$ cat src/rtl/spi_target_pkg.sv
// Shared definitions for the SPI target: register indices, STATUS/CTRL bit
// positions, the FILL reset byte and the STATUS word layout.
package spi_target_pkg;
   localparam logic [1:0] REG_DATA   = 2'd0;
   localparam logic [1:0] REG_STATUS = 2'd1;
   localparam logic [1:0] REG_CTRL   = 2'd2;
   localparam logic [1:0] REG_FILL   = 2'd3;

   localparam int ST_RXNE   = 0;
   localparam int ST_RXFULL = 1;
   localparam int ST_TXFULL = 2;
   localparam int ST_CSACT  = 3;
   localparam int ST_UNDER  = 4;
   localparam int ST_OVER   = 5;
   localparam int ST_EOF    = 6;

   localparam int CTRL_EN    = 0;
   localparam int CTRL_RXIE  = 1;
   localparam int CTRL_EOFIE = 2;

   localparam logic [7:0] FILL_RST = 8'hFF;

   // Field order matches STATUS bits 6..0.
   typedef struct packed {
      logic eof;
      logic overrun;
      logic underrun;
      logic cs_active;
      logic tx_full;
      logic rx_full;
      logic rx_nonempty;
   } status_t;

   function automatic logic [31:0] pack_status(status_t s);
      return {25'b0, s};
   endfunction
endpackage

$ cat src/rtl/spi_target_if.sv
// CPU-side register bus of the SPI target (select/wr/rd/addr decode).
interface spi_target_if;
   logic        select;
   logic [3:0]  wr;
   logic        rd;
   logic [1:0]  addr;
   logic [31:0] data_in;
   logic [31:0] data_out;

   modport master (output select, wr, rd, addr, data_in, input data_out);
   modport slave  (input select, wr, rd, addr, data_in, output data_out);
endinterface

$ cat src/rtl/spi_target_fifo.sv
// Synchronous byte FIFO; pointers carry one extra wrap bit so full and
// empty fall out of a plain pointer comparison.
module spi_target_fifo #(
   parameter int DEPTH = 4
) (
   input  logic       i_clk,
   input  logic       i_reset,
   input  logic       i_push,
   input  logic [7:0] i_din,
   input  logic       i_pop,
   output logic [7:0] o_head,
   output logic       o_full,
   output logic       o_empty
);
   localparam int AW = (DEPTH > 1) ? $clog2(DEPTH) : 1;

   logic [AW:0] r_wp, r_rp;
   logic [7:0]  r_mem [DEPTH];
   logic        w_pop, w_push;

   assign o_empty = (r_wp == r_rp);
   assign o_full  = (r_wp[AW] != r_rp[AW]) && (r_wp[AW-1:0] == r_rp[AW-1:0]);
   assign o_head  = r_mem[r_rp[AW-1:0]];
   // A pop in the same cycle frees the slot a full-FIFO push needs.
   assign w_pop   = i_pop & ~o_empty;
   assign w_push  = i_push & (~o_full | w_pop);

   always_ff @(posedge i_clk) begin
      if (i_reset) begin
         r_wp <= '0;
         r_rp <= '0;
         for (int i = 0; i < DEPTH; i++) r_mem[i] <= '0;
      end else begin
         if (w_push) begin
            r_mem[r_wp[AW-1:0]] <= i_din;
            r_wp <= r_wp + (AW+1)'(1);
         end
         if (w_pop) r_rp <= r_rp + (AW+1)'(1);
      end
   end
endmodule

$ cat src/rtl/spi_target.sv
// SPI target (mode 0/3, MSB first) with oversampled pins, RX FIFO,
// one-byte TX holding register and a 4-register CPU window.
module spi_target
   import spi_target_pkg::*;
#(
   parameter int FIFO_DEPTH  = 4,
   parameter int SYNC_STAGES = 2
) (
   input  logic          clk,
   input  logic          reset,
   spi_target_if.slave   bus,
   output logic          interrupt,
   input  logic          spi_sck,
   input  logic          spi_cs_n,
   input  logic          spi_mosi,
   output logic          spi_miso,
   output logic          spi_miso_oe
);
   logic [SYNC_STAGES-1:0] r_sck_s, r_cs_s, r_mosi_s;
   logic       r_sck_d, r_cs_d;
   logic [2:0] r_ctrl, r_cnt;
   logic [7:0] r_fill, r_txhold, r_tx_shift;
   logic [6:0] r_rx_shift;
   logic       r_tx_full, r_eof, r_ovr, r_und;
   logic       r_miso, r_miso_oe, r_pend, r_irq;

   logic       w_sck, w_cs_n, w_mosi, w_en, w_cs_act;
   logic       w_cs_fall, w_cs_rise, w_rise, w_fall, w_last;
   logic       w_pop, w_full, w_empty, w_unused;
   logic       w_data_wr, w_st_wr, w_ctrl_wr, w_fill_wr;
   logic [7:0] w_head, w_byte, w_load_byte;
   status_t    w_status;

   assign w_sck    = r_sck_s[SYNC_STAGES-1];
   assign w_cs_n   = r_cs_s[SYNC_STAGES-1];
   assign w_mosi   = r_mosi_s[SYNC_STAGES-1];
   assign w_en     = r_ctrl[CTRL_EN];
   assign w_cs_act = ~w_cs_n;

   assign w_cs_fall = w_en & ~w_cs_n & r_cs_d;
   assign w_cs_rise = w_en & w_cs_n & ~r_cs_d;
   assign w_rise    = w_en & w_cs_act & w_sck & ~r_sck_d;
   assign w_fall    = w_en & w_cs_act & ~w_sck & r_sck_d;
   assign w_last    = w_rise & (r_cnt == 3'd7);
   assign w_byte    = {r_rx_shift, w_mosi};
   assign w_load_byte = r_tx_full ? r_txhold : r_fill;

   assign w_data_wr = bus.select & bus.wr[0] & (bus.addr == REG_DATA);
   assign w_st_wr   = bus.select & (|bus.wr) & (bus.addr == REG_STATUS);
   assign w_ctrl_wr = bus.select & (|bus.wr) & (bus.addr == REG_CTRL);
   assign w_fill_wr = bus.select & (|bus.wr) & (bus.addr == REG_FILL);
   assign w_pop     = bus.select & bus.rd & (bus.addr == REG_DATA) & ~w_empty;
   assign w_unused  = ^bus.data_in[31:8];

   spi_target_fifo #(.DEPTH(FIFO_DEPTH)) u_fifo (
      .i_clk   (clk),
      .i_reset (reset),
      .i_push  (w_last),
      .i_din   (w_byte),
      .i_pop   (w_pop),
      .o_head  (w_head),
      .o_full  (w_full),
      .o_empty (w_empty)
   );

   assign w_status = '{eof: r_eof, overrun: r_ovr, underrun: r_und,
                       cs_active: w_cs_act, tx_full: r_tx_full,
                       rx_full: w_full, rx_nonempty: ~w_empty};

   always_comb begin
      bus.data_out = '0;
      case (bus.addr)
         REG_DATA:   bus.data_out = {23'b0, ~w_empty, w_head};
         REG_STATUS: bus.data_out = pack_status(w_status);
         REG_CTRL:   bus.data_out = {29'b0, r_ctrl};
         default:    bus.data_out = {24'b0, r_fill};
      endcase
   end

   always_ff @(posedge clk) begin
      if (reset) begin
         r_sck_s    <= '0;
         r_cs_s     <= '1;
         r_mosi_s   <= '0;
         r_sck_d    <= 1'b0;
         r_cs_d     <= 1'b1;
         r_ctrl     <= '0;
         r_fill     <= FILL_RST;
         r_txhold   <= '0;
         r_tx_full  <= 1'b0;
         r_tx_shift <= '0;
         r_rx_shift <= '0;
         r_cnt      <= '0;
         r_eof      <= 1'b0;
         r_ovr      <= 1'b0;
         r_und      <= 1'b0;
         r_miso     <= 1'b1;
         r_miso_oe  <= 1'b0;
         r_pend     <= 1'b0;
         r_irq      <= 1'b0;
      end else begin
         r_sck_s  <= (r_sck_s << 1) | SYNC_STAGES'(spi_sck);
         r_cs_s   <= (r_cs_s << 1) | SYNC_STAGES'(spi_cs_n);
         r_mosi_s <= (r_mosi_s << 1) | SYNC_STAGES'(spi_mosi);
         r_sck_d  <= w_sck;
         r_cs_d   <= w_cs_n;

         if (w_ctrl_wr) r_ctrl <= bus.data_in[2:0];
         if (w_fill_wr) r_fill <= bus.data_in[7:0];

         if (w_cs_fall | w_last) r_tx_full <= 1'b0;
         if (w_data_wr) begin
            r_txhold  <= bus.data_in[7:0];
            r_tx_full <= 1'b1;
         end

         if (!w_en || !w_cs_act) r_cnt <= '0;
         else if (w_rise) begin
            r_rx_shift <= w_byte[6:0];
            r_cnt      <= r_cnt + 3'd1;
         end

         // r_pend: next falling edge presents bit 7 instead of shifting. Set
         // after every reload, and at CS assertion only if SCK idles high.
         if (!w_en || !w_cs_act) begin
            r_miso <= 1'b1;
            r_pend <= 1'b0;
         end else if (w_cs_fall) begin
            r_tx_shift <= w_load_byte;
            r_miso     <= w_load_byte[7];
            r_pend     <= w_sck;
         end else if (w_last) begin
            r_tx_shift <= w_load_byte;
            r_pend     <= 1'b1;
         end else if (w_fall) begin
            if (r_pend) begin
               r_miso <= r_tx_shift[7];
               r_pend <= 1'b0;
            end else begin
               r_tx_shift <= r_tx_shift << 1;
               r_miso     <= r_tx_shift[6];
            end
         end

         // eof marks every end of frame; a same-cycle set beats a W1C clear.
         r_eof <= w_cs_rise | (r_eof & ~(w_st_wr & bus.data_in[ST_EOF]));
         r_ovr <= (w_last & w_full & ~w_pop) | (r_ovr & ~(w_st_wr & bus.data_in[ST_OVER]));
         r_und <= ((w_cs_fall | w_last) & ~r_tx_full) |
                  (r_und & ~(w_st_wr & bus.data_in[ST_UNDER]));

         r_miso_oe <= w_cs_act & w_en;
         r_irq     <= (r_ctrl[CTRL_RXIE] & ~w_empty) | (r_ctrl[CTRL_EOFIE] & r_eof);
      end
   end

   assign spi_miso    = r_miso;
   assign spi_miso_oe = r_miso_oe;
   assign interrupt   = r_irq;
endmodule

$ cat src/flat_wrapper.sv
// flat-port wrapper written by rule: the top's interface ports become plain ports
module spi_target_flat import spi_target_pkg::*;
#(
   parameter int FIFO_DEPTH  = 4,
   parameter int SYNC_STAGES = 2
)
  (clk, reset, interrupt, spi_sck, spi_cs_n, spi_mosi, spi_miso, spi_miso_oe, bus_select, bus_wr, bus_rd, bus_addr, bus_data_in, bus_data_out);
  spi_target_if bus_i ();
  input  logic clk;
  input  logic reset;
  output logic interrupt;
  input  logic spi_sck;
  input  logic spi_cs_n;
  input  logic spi_mosi;
  output logic spi_miso;
  output logic spi_miso_oe;
  input wire logic [$bits(bus_i.select)-1:0] bus_select;
  input wire logic [$bits(bus_i.wr)-1:0] bus_wr;
  input wire logic [$bits(bus_i.rd)-1:0] bus_rd;
  input wire logic [$bits(bus_i.addr)-1:0] bus_addr;
  input wire logic [$bits(bus_i.data_in)-1:0] bus_data_in;
  output wire logic [$bits(bus_i.data_out)-1:0] bus_data_out;
  assign bus_i.select = bus_select;
  assign bus_i.wr = bus_wr;
  assign bus_i.rd = bus_rd;
  assign bus_i.addr = bus_addr;
  assign bus_i.data_in = bus_data_in;
  assign bus_data_out = bus_i.data_out;
  spi_target #(.FIFO_DEPTH(FIFO_DEPTH), .SYNC_STAGES(SYNC_STAGES)) u_core (.clk(clk), .reset(reset), .bus(bus_i), .interrupt(interrupt), .spi_sck(spi_sck), .spi_cs_n(spi_cs_n), .spi_mosi(spi_mosi), .spi_miso(spi_miso), .spi_miso_oe(spi_miso_oe));
endmodule
$ cat config.mk
export PLATFORM = sky130hd
export DESIGN_NAME = spi_target_flat
export DESIGN_NICKNAME = d
export VERILOG_FILES = /design/src/rtl/spi_target_pkg.sv /design/src/rtl/spi_target_if.sv /design/src/rtl/spi_target_fifo.sv /design/src/rtl/spi_target.sv /design/src/flat_wrapper.sv
export SDC_FILE = /design/constraint.sdc
export NUM_CORES = 1
export LEC_CHECK = 0
export CAP_MARGIN = 10
export CORE_ASPECT_RATIO = 1.2
export CORE_MARGIN = 5
export CORE_UTILIZATION = 57
export CTS_CLUSTER_SIZE = 20
export DETAILED_ROUTE_END_ITERATION = 10
export PLACE_DENSITY_LB_ADDON = 0.05
export SYNTH_ARGS = -nofsm -noshare
export SYNTH_HDL_FRONTEND = slang
export SYNTH_HIERARCHICAL = 1
export SYNTH_SLANG_ARGS = --single-unit
$ cat constraint.sdc
create_clock -name clk -period 4 [get_ports clk]
set_input_delay 0.8 -clock clk [delete_from_list [all_inputs] [get_ports clk]]
set_output_delay 0.8 -clock clk [all_outputs]
set_load 0.03 [all_outputs]
==> metrics.csv <==
stage,metric,value,unit
critical_path,crit_type,in2out,
floorplan,ios,80,
clocking,postCtsSetupBuffers,0,
floorplan,die_y,107,µm
placed_design,hpwl,6.37,mm
yosys,yosys_warnings,6,
yosys,synth-simple-area-share,17.3,%
critical_path,crit_required,3.20,ns
timing,slew_violations,0,
critical_path,cpMaxStageDelayCell,clkdlybuf4s50_1,
routing,route.detailed.drc,0,
critical_path,cp_max_fo,6,
cells_and_area,n_fill_cell,630,
routing,wire_per_inst,15.8,µm
yosys,synth_xor_area_share,1.37,%
timing,hold_ws,0.422,ns
yosys,yosys_register_bits,93,
critical_path,cp_cell_sequence,clkdlybuf4s50_1 > buf_4 > mux4_2 > clkdlybuf4s50_1,
routing,wl,8.35,mm
yosys,ys_top_cells_by_area,"dfxtp_1, edfxtp_1, mux4_2, mux2i_1, buf_4",
yosys,yosysUniqueCellTypes,57,
yosys,synth.top_cell.area_share,27.3,%
yosys,async_reset_ff_share,0,%
global_routing,grt_pass1_vias,2829,
yosys,ys_seq_area_share,48.8,%
power_and_ir_drop,power_density,362,nW/µm²
clocking,ctsHoldBuffers,0,
power_and_ir_drop,vdd_ir_drop_max,0.245,mV
timing,fin_crit,3.52,ns
worst_hold_path,hp-class,reg2reg,
routing,first_iter_violations,100,
routing,drtPass1Iterations,4,
run,maxCapViolations,0,
critical_path,slowest_delay,0.61,ns
worst_hold_path,hold_start,u_core/r_cs_s[0]$_SDFF_PP1_,
floorplan,fp.coreArea,7660,µm²
routing,ant_nets,0,
yosys,synth_edf_count,32,
floorplan,dieArea,9720,µm²
floorplan,rows,35,
cells_and_area,diodes,0,
yosys,synth_top_area_cell,dfxtp_1,
routing,viasPerCell,5.39,
timing,fin_worst_skew,0.00977,ns
critical_path,cpMostUsedCell,clkdlybuf4s50_1,
yosys,synth_top_family_by_area,simple AND/OR/NAND/NOR gates,
floorplan,start_util,58.4,%
critical_path,endpoint_kind,primary output,
global_routing,grt_max_degree,46,
clocking,cts_buffers,9,
clocking,clkLatencyLatePin,0.35,ns
clocking,cts.path.max_buffers,2,
cells_and_area,syn2layout_area_growth,9.88,%
power_and_ir_drop,power.leakage,0.00168,µW
timing,worst_pin_slew,0.815,ns
global_routing,grt_pass1_wl,14.4,mm
global_routing,grt_overflow,0,
timing,rsz0062_at_grt,no,
global_routing,antenna_found_initial,0,
yosys,ys.flop_type,dfxtp_1,
yosys,syn_inst,406,
yosys,syn_area,4470,µm²
critical_path,crit_start,bus_addr[0],
cells_and_area,layout-drive-gt1-share,17.2,%
timing,fin_crit_sh,88.1,%
timing,fmax,0.284,GHz
critical_path,r2r-start,u_core/u_fifo/r_rp[2]$_SDFFE_PP0N_,
routing,num_vias,2849,
critical_path,critPathLaunchType,input pin,
critical_path,critPathArrivalTime,2.72,ns
yosys,synth_compound_area_share,11.4,%
placed_design,port_buffers,32,
clocking,clk_pin_slew,0.09,ns
yosys,synthAdderAreaFrac,1.12,%
clocking,cts_resized,0,
outcome,status,"complete, no violations",
timing,slew-limit-headroom,45.5,%
floorplan,die_w,90.9,µm
timing,setup_violations,0,
yosys,synth_area_per_cell,11.0,µm²
clocking,ctsHtreeMaxLevel,3,
clocking,cts.sinks,93,
clocking,root_buffer,clkbuf_8,
yosys,synthMuxAreaShare,11.7,%
cells_and_area,nNetsFinal,481,
timing,hold_violations,0,
placed_design,routabilityCongestion,0.786,
global_routing,gr-usage-all-layers,18.3,%
clocking,cts_tree,done,
timing,finalSetupTns,0,ns
-- cells by family after synthesis --
family | Yosys count
adders and majority gates | 4
xor gates and xnor gates | 7
DFF | 93
muxes | 38
other | 1
and+or+nand+nor | 137
AOI/OAI and AO/OA | 64
buffers and inverters | 62
-- per-layer routing --
| metal | wire length, µm | GRT usage (%) | vias up |
|---|---|---|---|
| met4 | 76 | 4.51 | 0 |
| met5 | 0 | 0 | - |
| met2 | 4270 | 30.2 | 53 |
| li1 | - | - | 1460 |
| met1 | 3640 | 24.1 | 1330 |
| met3 | 368 | 4.70 | 6 |
-- cell type report --
type	instances	area, µm²	area share (%)
sequential	93	2180	44.4
clock buffer	9	124	2.52
multi-input combinational	273	2000	40.8
tap	92	115	2.34
timing repair buffer	40	375	7.64
inverter	15	56.3	1.15
clock inverter	7	57.6	1.17
-- metrics by stage --
| step | util (%) | std cells | total power [µW] | setup WS (ns) | instance area [µm²] |
|---|---|---|---|---|---|
| after global routing | 64.1 | 529 | 1870 | 0.378 | 4910 |
| after CTS | 64.1 | 529 | 1800 | 0.476 | 4910 |
| after global placement | 61.7 | 513 | 1230 | 0.472 | 4730 |
| final | 64.1 | 529 | 1780 | 0.478 | 4910 |
| after detailed placement | 61.7 | 513 | 1230 | 0.479 | 4730 |
| after floorplan | - | 428 | 1180 | 1.28 | 4550 |
-- state kept, by name, indices dropped and copies added (netlist names), 2 cells and up, named ones only --
name / cells
u_core/r_txhold: 8
u_core/r_cs_s: 2
u_core/r_ctrl: 3
u_core/r_sck_s: 2
u_core/r_rx_shift: 7
u_core/u_fifo/r_mem: 32
u_core/r_fill: 8
u_core/u_fifo/r_wp: 3
u_core/u_fifo/r_rp: 3
u_core/r_mosi_s: 2
u_core/r_tx_shift: 8
u_core/r_cnt: 3
-- final timing paths --
kind                                             endpoint  slack, ns  cells past startpoint
setup / recovery                          bus_data_out[0]       0.48                      4
hold / removal                u_core/r_cs_s[1]$_SDFF_PP1_       0.42                      1
setup reg to reg  u_core/u_fifo/r_mem[2][0]$_SDFFCE_PN0P_       1.33                      8
hold reg to reg               u_core/r_cs_s[1]$_SDFF_PP1_       0.42                      1
-- power by group --
group,internal [µW],switching [µW],leakage [µW]
logic,76.6,113,0.000795
registers,1000,14.5,0.000800
clock network,234,338,0.0000843
total,1310,466,0.00168
-- cells in the mapped netlist, types with 11 or more instances --
cell type and number:
o21ai_0 11, mux2i_1 24, buf_4 27, nand2_1 26, nor3_1 26, inv_1 15
edfxtp_1 32, nor2_1 26, dfxtp_1 61, mux4_2 11, nor2b_1 16, a21oi_1 13
a211oi_1 12
-- layout by cell type (no fill, tap or decap), types with 3 or more instances in the layout --
| master | n |
|---|---|
| or2_2 | 5 |
| nor3_1 | 26 |
| buf_4 | 8 |
| inv_1 | 15 |
| nand2b_1 | 8 |
| o21ai_0 | 11 |
| nand3_1 | 3 |
| xor2_1 | 4 |
| nand3b_1 | 4 |
| nor2b_1 | 16 |
| clkbuf_8 | 9 |
| conb_1 | 23 |
| and2b_2 | 8 |
| ha_1 | 4 |
| clkdlybuf4s50_1 | 31 |
| nand2_1 | 26 |
| a211o_2 | 8 |
| dfxtp_1 | 61 |
| xnor2_1 | 3 |
| mux2i_1 | 24 |
| mux4_2 | 11 |
| a211oi_1 | 12 |
| a21oi_1 | 13 |
| edfxtp_1 | 32 |
| nor2_1 | 26 |
| mux2_2 | 3 |
-- worst max-delay path, delay by kind of cell --
| kind | cells | cell delay [ns] |
|---|---|---|
| mux | 1 | 0.52 |
| buf+inv | 3 | 1.41 |
Power figures use the tool's default switching activity.
